--- config.mk ---
export PLATFORM = sky130hd
export DESIGN_NAME = io_capture_fifo
export DESIGN_NICKNAME = d
export VERILOG_FILES = /design/src/rtl/io_capture_fifo.sv
export SDC_FILE = /design/constraint.sdc
export NUM_CORES = 1
export LEC_CHECK = 0
export CAP_MARGIN = 20
export CORE_MARGIN = 2
export CORE_UTILIZATION = 50
export DETAILED_ROUTE_END_ITERATION = 16
export PLACE_DENSITY = 0.73
export SYNTH_ARGS = -nofsm -noshare
export SYNTH_HDL_FRONTEND = slang
export SYNTH_SLANG_ARGS = --single-unit
--- constraint.sdc ---
create_clock -name clk -period 4.4 [get_ports clk]
set_input_delay 0.44 -clock clk [delete_from_list [all_inputs] [get_ports clk]]
set_output_delay 0.44 -clock clk [all_outputs]
set_load 0.03 [all_outputs]
--- src/rtl/io_capture_fifo.sv ---
// Snoops CPU I/O writes that match an address window and queues them
// with a timestamp and sequence number behind a first-word-fall-through port.
module io_capture_fifo #(
  parameter int DATA_W    = 8,
  parameter int ADDR_W    = 4,
  parameter int DEPTH     = 16,
  parameter int TS_W      = 16,
  parameter int SEQ_W     = 8,
  parameter int OVERWRITE = 0
) (
  input  logic                     clk,
  input  logic                     reset,
  input  logic                     enable,
  input  logic                     clear,
  input  logic                     io_we,
  input  logic [ADDR_W-1:0]        io_addr,
  input  logic [DATA_W-1:0]        io_data,
  input  logic [ADDR_W-1:0]        addr_base,
  input  logic [ADDR_W-1:0]        addr_mask,
  input  logic                     rd_ready,
  output logic                     rd_valid,
  output logic [DATA_W-1:0]        rd_data,
  output logic [ADDR_W-1:0]        rd_addr,
  output logic [TS_W-1:0]          rd_ts,
  output logic [SEQ_W-1:0]         rd_seq,
  output logic [$clog2(DEPTH):0]   count,
  output logic                     overflow,
  output logic [7:0]               drop_count
);

  localparam int PW = $clog2(DEPTH);
  localparam int CW = PW + 1;

  typedef struct packed {
    logic [DATA_W-1:0] data;
    logic [ADDR_W-1:0] addr;
    logic [TS_W-1:0]   ts;
    logic [SEQ_W-1:0]  seq;
  } ent_t;

  ent_t              r_mem [DEPTH];
  logic [PW-1:0]     r_wptr;
  logic [PW-1:0]     r_rptr;
  logic [CW-1:0]     r_count;
  logic [TS_W-1:0]   r_cyc;
  logic [SEQ_W-1:0]  r_seq;
  logic              r_ovf;
  logic [7:0]        r_drop;

  logic w_match;
  logic w_valid;
  logic w_full;
  logic w_pop;
  logic w_push;
  logic w_lose;
  logic w_ovw;
  ent_t w_head;

  assign w_match = enable & io_we &
                   ((io_addr & addr_mask) == (addr_base & addr_mask));
  assign w_valid = (r_count != '0);
  assign w_full  = (r_count == CW'(DEPTH));
  assign w_pop   = w_valid & rd_ready;
  assign w_push  = w_match & (~w_full | w_pop | (OVERWRITE != 0));
  // Full with no pop: the write is lost, or evicts the head in overwrite mode
  assign w_lose  = w_match & w_full & ~w_pop;
  assign w_ovw   = w_lose & (OVERWRITE != 0);

  always_ff @(posedge clk) begin
    if (!reset && !clear && w_push) begin
      r_mem[r_wptr] <= '{io_data, io_addr, r_cyc, r_seq};
    end
  end

  always_ff @(posedge clk) begin
    if (reset || clear) begin
      r_wptr  <= '0;
      r_rptr  <= '0;
      r_count <= '0;
      r_cyc   <= '0;
      r_seq   <= '0;
      r_ovf   <= 1'b0;
      r_drop  <= '0;
    end else begin
      if (enable)
        r_cyc <= r_cyc + TS_W'(1);
      if (w_match)
        r_seq <= r_seq + SEQ_W'(1);
      if (w_push)
        r_wptr <= r_wptr + PW'(1);
      if (w_pop || w_ovw)
        r_rptr <= r_rptr + PW'(1);
      if (w_push && !w_pop && !w_full)
        r_count <= r_count + CW'(1);
      else if (w_pop && !w_push)
        r_count <= r_count - CW'(1);
      if (w_lose) begin
        r_ovf <= 1'b1;
        if (r_drop != 8'hFF)
          r_drop <= r_drop + 8'd1;
      end
    end
  end

  assign w_head     = r_mem[r_rptr];
  assign rd_valid   = w_valid;
  assign rd_data    = w_valid ? w_head.data : '0;
  assign rd_addr    = w_valid ? w_head.addr : '0;
  assign rd_ts      = w_valid ? w_head.ts   : '0;
  assign rd_seq     = w_valid ? w_head.seq  : '0;
  assign count      = r_count;
  assign overflow   = r_ovf;
  assign drop_count = r_drop;

endmodule
* After elaboration in Yosys (flattened, before gate mapping)
Memories as Yosys holds them, arrays and structs flattened. A register that Yosys moved wholly into a read port is not among the register bits.
Cells that the tools add are included.
** Operators by class
- Equality and inequality tests :: 3
- Shift operators :: 0
- Bitwise operators :: 11
- Add/sub/neg operators :: 7
- Reduce and logical (&&, ||, !) cells :: 14
- Multiplexer cells :: 10
- $mul :: 0
- Div/mod/pow operators :: 0
- Order comparisons :: 0
** Operator list (count)
- $add 16x1->16 const B :: 1
- $add 8x1->8 const B :: 2
- $mux 16 :: 1
- $mux 8 :: 2
- $mux 4 :: 3
- $mux 5 :: 2
- $add 4x1->4 const B :: 2
- $and 4x4->4 :: 2
- $ne 8x8->1 const B :: 1
- $and 1x1->1 :: 6
- $add 5x1->5 const B :: 1
- $eq 5x5->1 const B :: 1
- $logic_and 1x1->1 :: 5
- $logic_not 1->1 :: 5
- $reduce_bool 5->1 :: 1
- $sub 5x1->5 const B :: 1
- $eq 4x4->1 :: 1
- $mux 1 :: 2
- $not 1->1 :: 2
- $reduce_and 2->1 :: 1
- $reduce_bool 2->1 :: 1
- $logic_or 1x1->1 :: 1
- $or 1x1->1 :: 1
** Storage, ports and cells
- RAM bits :: 576
- Register bits :: 46
- Bits in latches :: 0
- Word-level logic and storage cells :: 53
- Memories kept :: 1
- Memory bits (read-only) :: 0
- Bits of input ports :: 26
** Memory list
- r_mem :: depth 16, width 36, rd ports 1, clocked after memory_dff 1, write ports 1, RTL line 41 : ent_t r_mem [DEPTH];

* Longest topological paths before layout
- Depth after elaboration :: 8
- Mapped depth :: 12

* Least setup slack after synthesis
No wires, ideal clock.
- Path type :: in2reg
- Start point :: in io_addr[1]
- End point :: mem r_mem[3][0] (netlist bit) (enable)
- Stages :: 7
- Data arrival time :: 4.268 ns
- Required time :: 3.926 ns
- Path slack :: -0.342 ns
- Cell sequence :: xor2_1 -> a22oi_1 -> and3_1 -> clkbuf_1 -> clkbuf_1 -> nand4_1 -> nor3_1
** Between the ends
- Word-level cells in the longest chain between the ends :: 7
** Ends and longest elaborated chain
- start, declared :: RTL line 16 : input logic [ADDR_W-1:0] io_addr,
- $and 4x4->4 :: RTL line 60 : ((io_addr & addr_mask) == (addr_base & addr_mask));
- $eq 4x4->1 :: RTL line 60
- $and 1x1->1 :: RTL line 59 : assign w_match = enable & io_we &
- $and 1x1->1 :: RTL line 64 : assign w_push = w_match & (~w_full | w_pop | (OVERWRITE != 0));
- $logic_and 1x1->1 :: RTL line 70 : if (!reset && !clear && w_push) begin
- $mux 1 :: RTL line 70
- $mux 1 (not written as such) :: RTL line 71 : r_mem[r_wptr] <= '{io_data, io_addr, r_cyc, r_seq};
- end, declared :: RTL line 41
No other way between the ends.

==> load_flow_metrics.sql <==
INSERT INTO impl_metrics (metric_group, metric, value, unit) VALUES
('power_and_ir_drop', 'finalPower', '0.0126', 'W'),
('sta', 'slew_headroom', '0.342', ''),
('synthesis', 'most_instantiated_library_cell_after_synthesis', 'sky130_fd_sc_hd__edfxtp_1', ''),
('sta', 'period_needed', '4040', 'ps'),
('sta', 'rsz_0062_raised_after_global_routing', 'no', ''),
('die', 'core_region_area', '0.0478', 'mm2'),
('clock_tree', 'worstSkewPairLatency', '630', 'ps'),
('synthesis', 'syn-cell-area', '0.0243', 'mm2'),
('placed_design', 'post-dp-hpwl', '25800', 'um'),
('sta', 'finalMaxSlewViolations', '0', ''),
('clock_tree', 'postCtsSetupRepairBufs', '0', ''),
('detailed_routing', 'ant_nets', '0', ''),
('die', 'placement_rows', '80', ''),
('grt', 'grt-busiest-layer', 'met2', ''),
('finish', 'layout.cells.non_filler', '1930', ''),
('finish', 'area_taken_by_flip_flops_and_latches', '0.0183', 'mm2'),
('detailed_routing', 'drtIter0Drc', '1267', ''),
('detailed_routing', 'viasPerCell', '6.06', ''),
('placed_design', 'port-buffer-count', '76', ''),
('grt', 'maximum_number_of_pins_on_one_net_before_global_route_repair', '71', ''),
('detailed_routing', 'drt-wirelength-per-cell', '26.6', 'um'),
('die', 'fp.dieArea', '0.0504', 'mm2'),
('sta', 'report.final.hold_viol_count', '0', ''),
('flow_run', 'max_cap_viol_count', '0', ''),
('finish', 'insertedDiodeCount', '0', ''),
('sta', 'final.setup.tns', '0', 'ps'),
('detailed_routing', 'drt_pre_antenna_iters', '5', ''),
('clock_tree', 'post_cts_resized', '0', ''),
('hold_path', 'min_from', 'r_rptr[3]$_SDFFE_PP0P_', ''),
('grt', 'grt_pass1_wl', '76900', 'um'),
('synthesis', 'netlist-cell-type-count', '47', ''),
('synthesis', 'synthesized_nets', '1180', ''),
('finish', 'finalCoreUtilization', '0.593', ''),
('finish', 'fill_cells', '3311', ''),
('synthesis', 'synth_top_flop_cell', 'sky130_fd_sc_hd__edfxtp_1', ''),
('sta', 'worst-slew-pin-transition', '988', 'ps'),
('sta', 'finalCritPeriodShare', '0.919', ''),
('die', 'floorplan.die.height', '224', 'um'),
('clock_tree', 'tritoncts_clock_tree', 'done', ''),
('synthesis', 'synth.yosys.seq_area_share', '0.753', ''),
('detailed_routing', 'dr_total_vias', '11700', ''),
('finish', 'areaGrowthSynthToFinish', '16.8', '%'),
('synthesis', 'yosys.area.top_type', 'sky130_fd_sc_hd__edfxtp_1', ''),
('clock_tree', 'number_of_clock_buffers_inserted_by_tritoncts', '60', ''),
('sta', 'finalSetupViolCount', '0', ''),
('die', 'die_width', '224', 'um'),
('sta', 'fmax', '247', 'MHz'),
('synthesis', 'post-synth-top-area-fraction', '0.712', ''),
('finish', 'final_nets', '1301', ''),
('setup_path', 'timing.critical_path.to_type', 'primary output', ''),
('synthesis', 'postSynthRegisterBits', '626', ''),
('grt', 'grtUsageMet3', '0.0370', ''),
('clock_tree', 'longest_clk_path_bufs', '3', ''),
('setup_path', 'cp_slowest_stage_delay', '630', 'ps'),
('setup_path', 'slowest_stage', 'sky130_fd_sc_hd__dfxtp_4', ''),
('clock_tree', 'numClockSinks', '626', ''),
('setup_path', 'data_arrival_time_of_the_critical_path', '3600', 'ps'),
('placed_design', 'gpl.final_weighted_congestion', '0.793', ''),
('synthesis', 'synth-async-reset-ratio', '0', ''),
('die', 'ioPinCount', '77', ''),
('hold_path', 'holdCritPathClass', 'reg2reg', ''),
('finish', 'drive_above_1_share', '0.266', ''),
('synthesis', 'post_synth_main_area_contributors', 'sky130_fd_sc_hd__edfxtp_1 (71%), sky130_fd_sc_hd__mux4_2 (17%), sky130_fd_sc_hd__dfxtp_1 (4.1%), sky130_fd_sc_hd__and2_1 (0.93%), sky130_fd_sc_hd__nor2_1 (0.66%)', ''),
('status', 'status', 'completed', ''),
('setup_path', 'timing.setup.critical_path_class', 'reg2out', ''),
('setup_path', 'cp.required', '3960', 'ps'),
('power_and_ir_drop', 'p_leak', '8.49', 'nW'),
('setup_path', 'r2r-start', 'count[0]$_SDFFE_PP0P_', ''),
('clock_tree', 'clock_tree.root_cell', 'sky130_fd_sc_hd__clkbuf_16', ''),
('setup_path', 'critical_path.startpoint_type', 'register', ''),
('clock_tree', 'ctsHtreeMaxLevel', '2', '');
==> stage by stage <==
step           hold slack, ps  cell area (um2)  worst slack, ps
2_1_floorplan             459            24300              614
3_3_place_gp              463            26200              459
3_5_place_dp              488            26200              337
4_1_cts                   485            28400              277
5_1_grt                   526            28400              206
6_report                  500            28400              357
==> final timing paths <==
check	end	slack, ps	cells after the start
max	rd_seq[6]	360	5
min	register	500	2
max reg2reg	count[4]$_SDFFE_PP0P_	1040	10
min reg2reg	register	500	2
==> cells in the final DEF, fill, tap and decap left out, drive strengths merged, types with 2 or more instances in the layout <==
master	instances
a211oi	2
a21oi	20
a22oi	2
a31oi	2
and2	36
and3	7
and4	2
buf	42
bufinv	9
clkbuf	77
clkdlybuf4s50	76
clkinv	25
clkinvlp	3
dfxtp	50
edfxtp	576
ha	11
inv	7
mux2i	4
mux4	180
nand2	26
nand2b	5
nand3	14
nand4	12
nor2	43
nor3	8
nor4	2
o211ai	4
o21ai	13
o31ai	2
or3	8
or3b	2
or4	8
xnor2	8
xor2	16
==> area by class of cell <==
| cell class | count | share of cell area |
|---|---|---|
| clock buffer | 77 | 0.0595 |
| sequential | 626 | 0.646 |
| inverter | 7 | 0.000926 |
| timing repair buffer | 118 | 0.0446 |
| clock inverter | 37 | 0.0155 |
| tap | 615 | 0.0271 |
| multi-input combinational | 450 | 0.207 |
==> report_power, final <==
group          total [W]  switching (W)  internal [W]
Clock            0.00542        0.00218       0.00324
Sequential       0.00646      0.0000192       0.00644
Combinational   0.000697       0.000389      0.000308
==> kinds of logic after synthesis <==
logic type / share of synthesized area
flops: 0.753
mux: 0.169
simple gates: 0.0380
buf+inv: 0.0107
compound gates: 0.0141
xor+xnor: 0.00866
fa+ha+maj: 0.00649
==> worst max-delay path: cells and delay by family, from the launching register on <==
kind | cells | cell delay, ps
buffers and inverters | 2 | 1020
multiplexers | 2 | 1090
AND/OR/NAND/NOR | 1 | 210
flip-flops | 1 | 630
==> flip-flops by register name (all words and copies together) (netlist names), named ones only <==
| register | cells |
|---|---|
| r_rptr | 4 |
| overflow | 1 |
| r_wptr | 4 |
| r_mem | 576 |
| count | 5 |
| drop_count | 8 |
| r_cyc | 16 |
| r_seq | 8 |
==> routing by layer <==
layer  routed length, um  vias to the layer above
li1                    -                     4989
met1               21000                     6220
met2               26000                      437
met3                3350                       58
met4                 875                        0
met5                   0                        -
No activity file was read; power rests on OpenSTA's default activity.
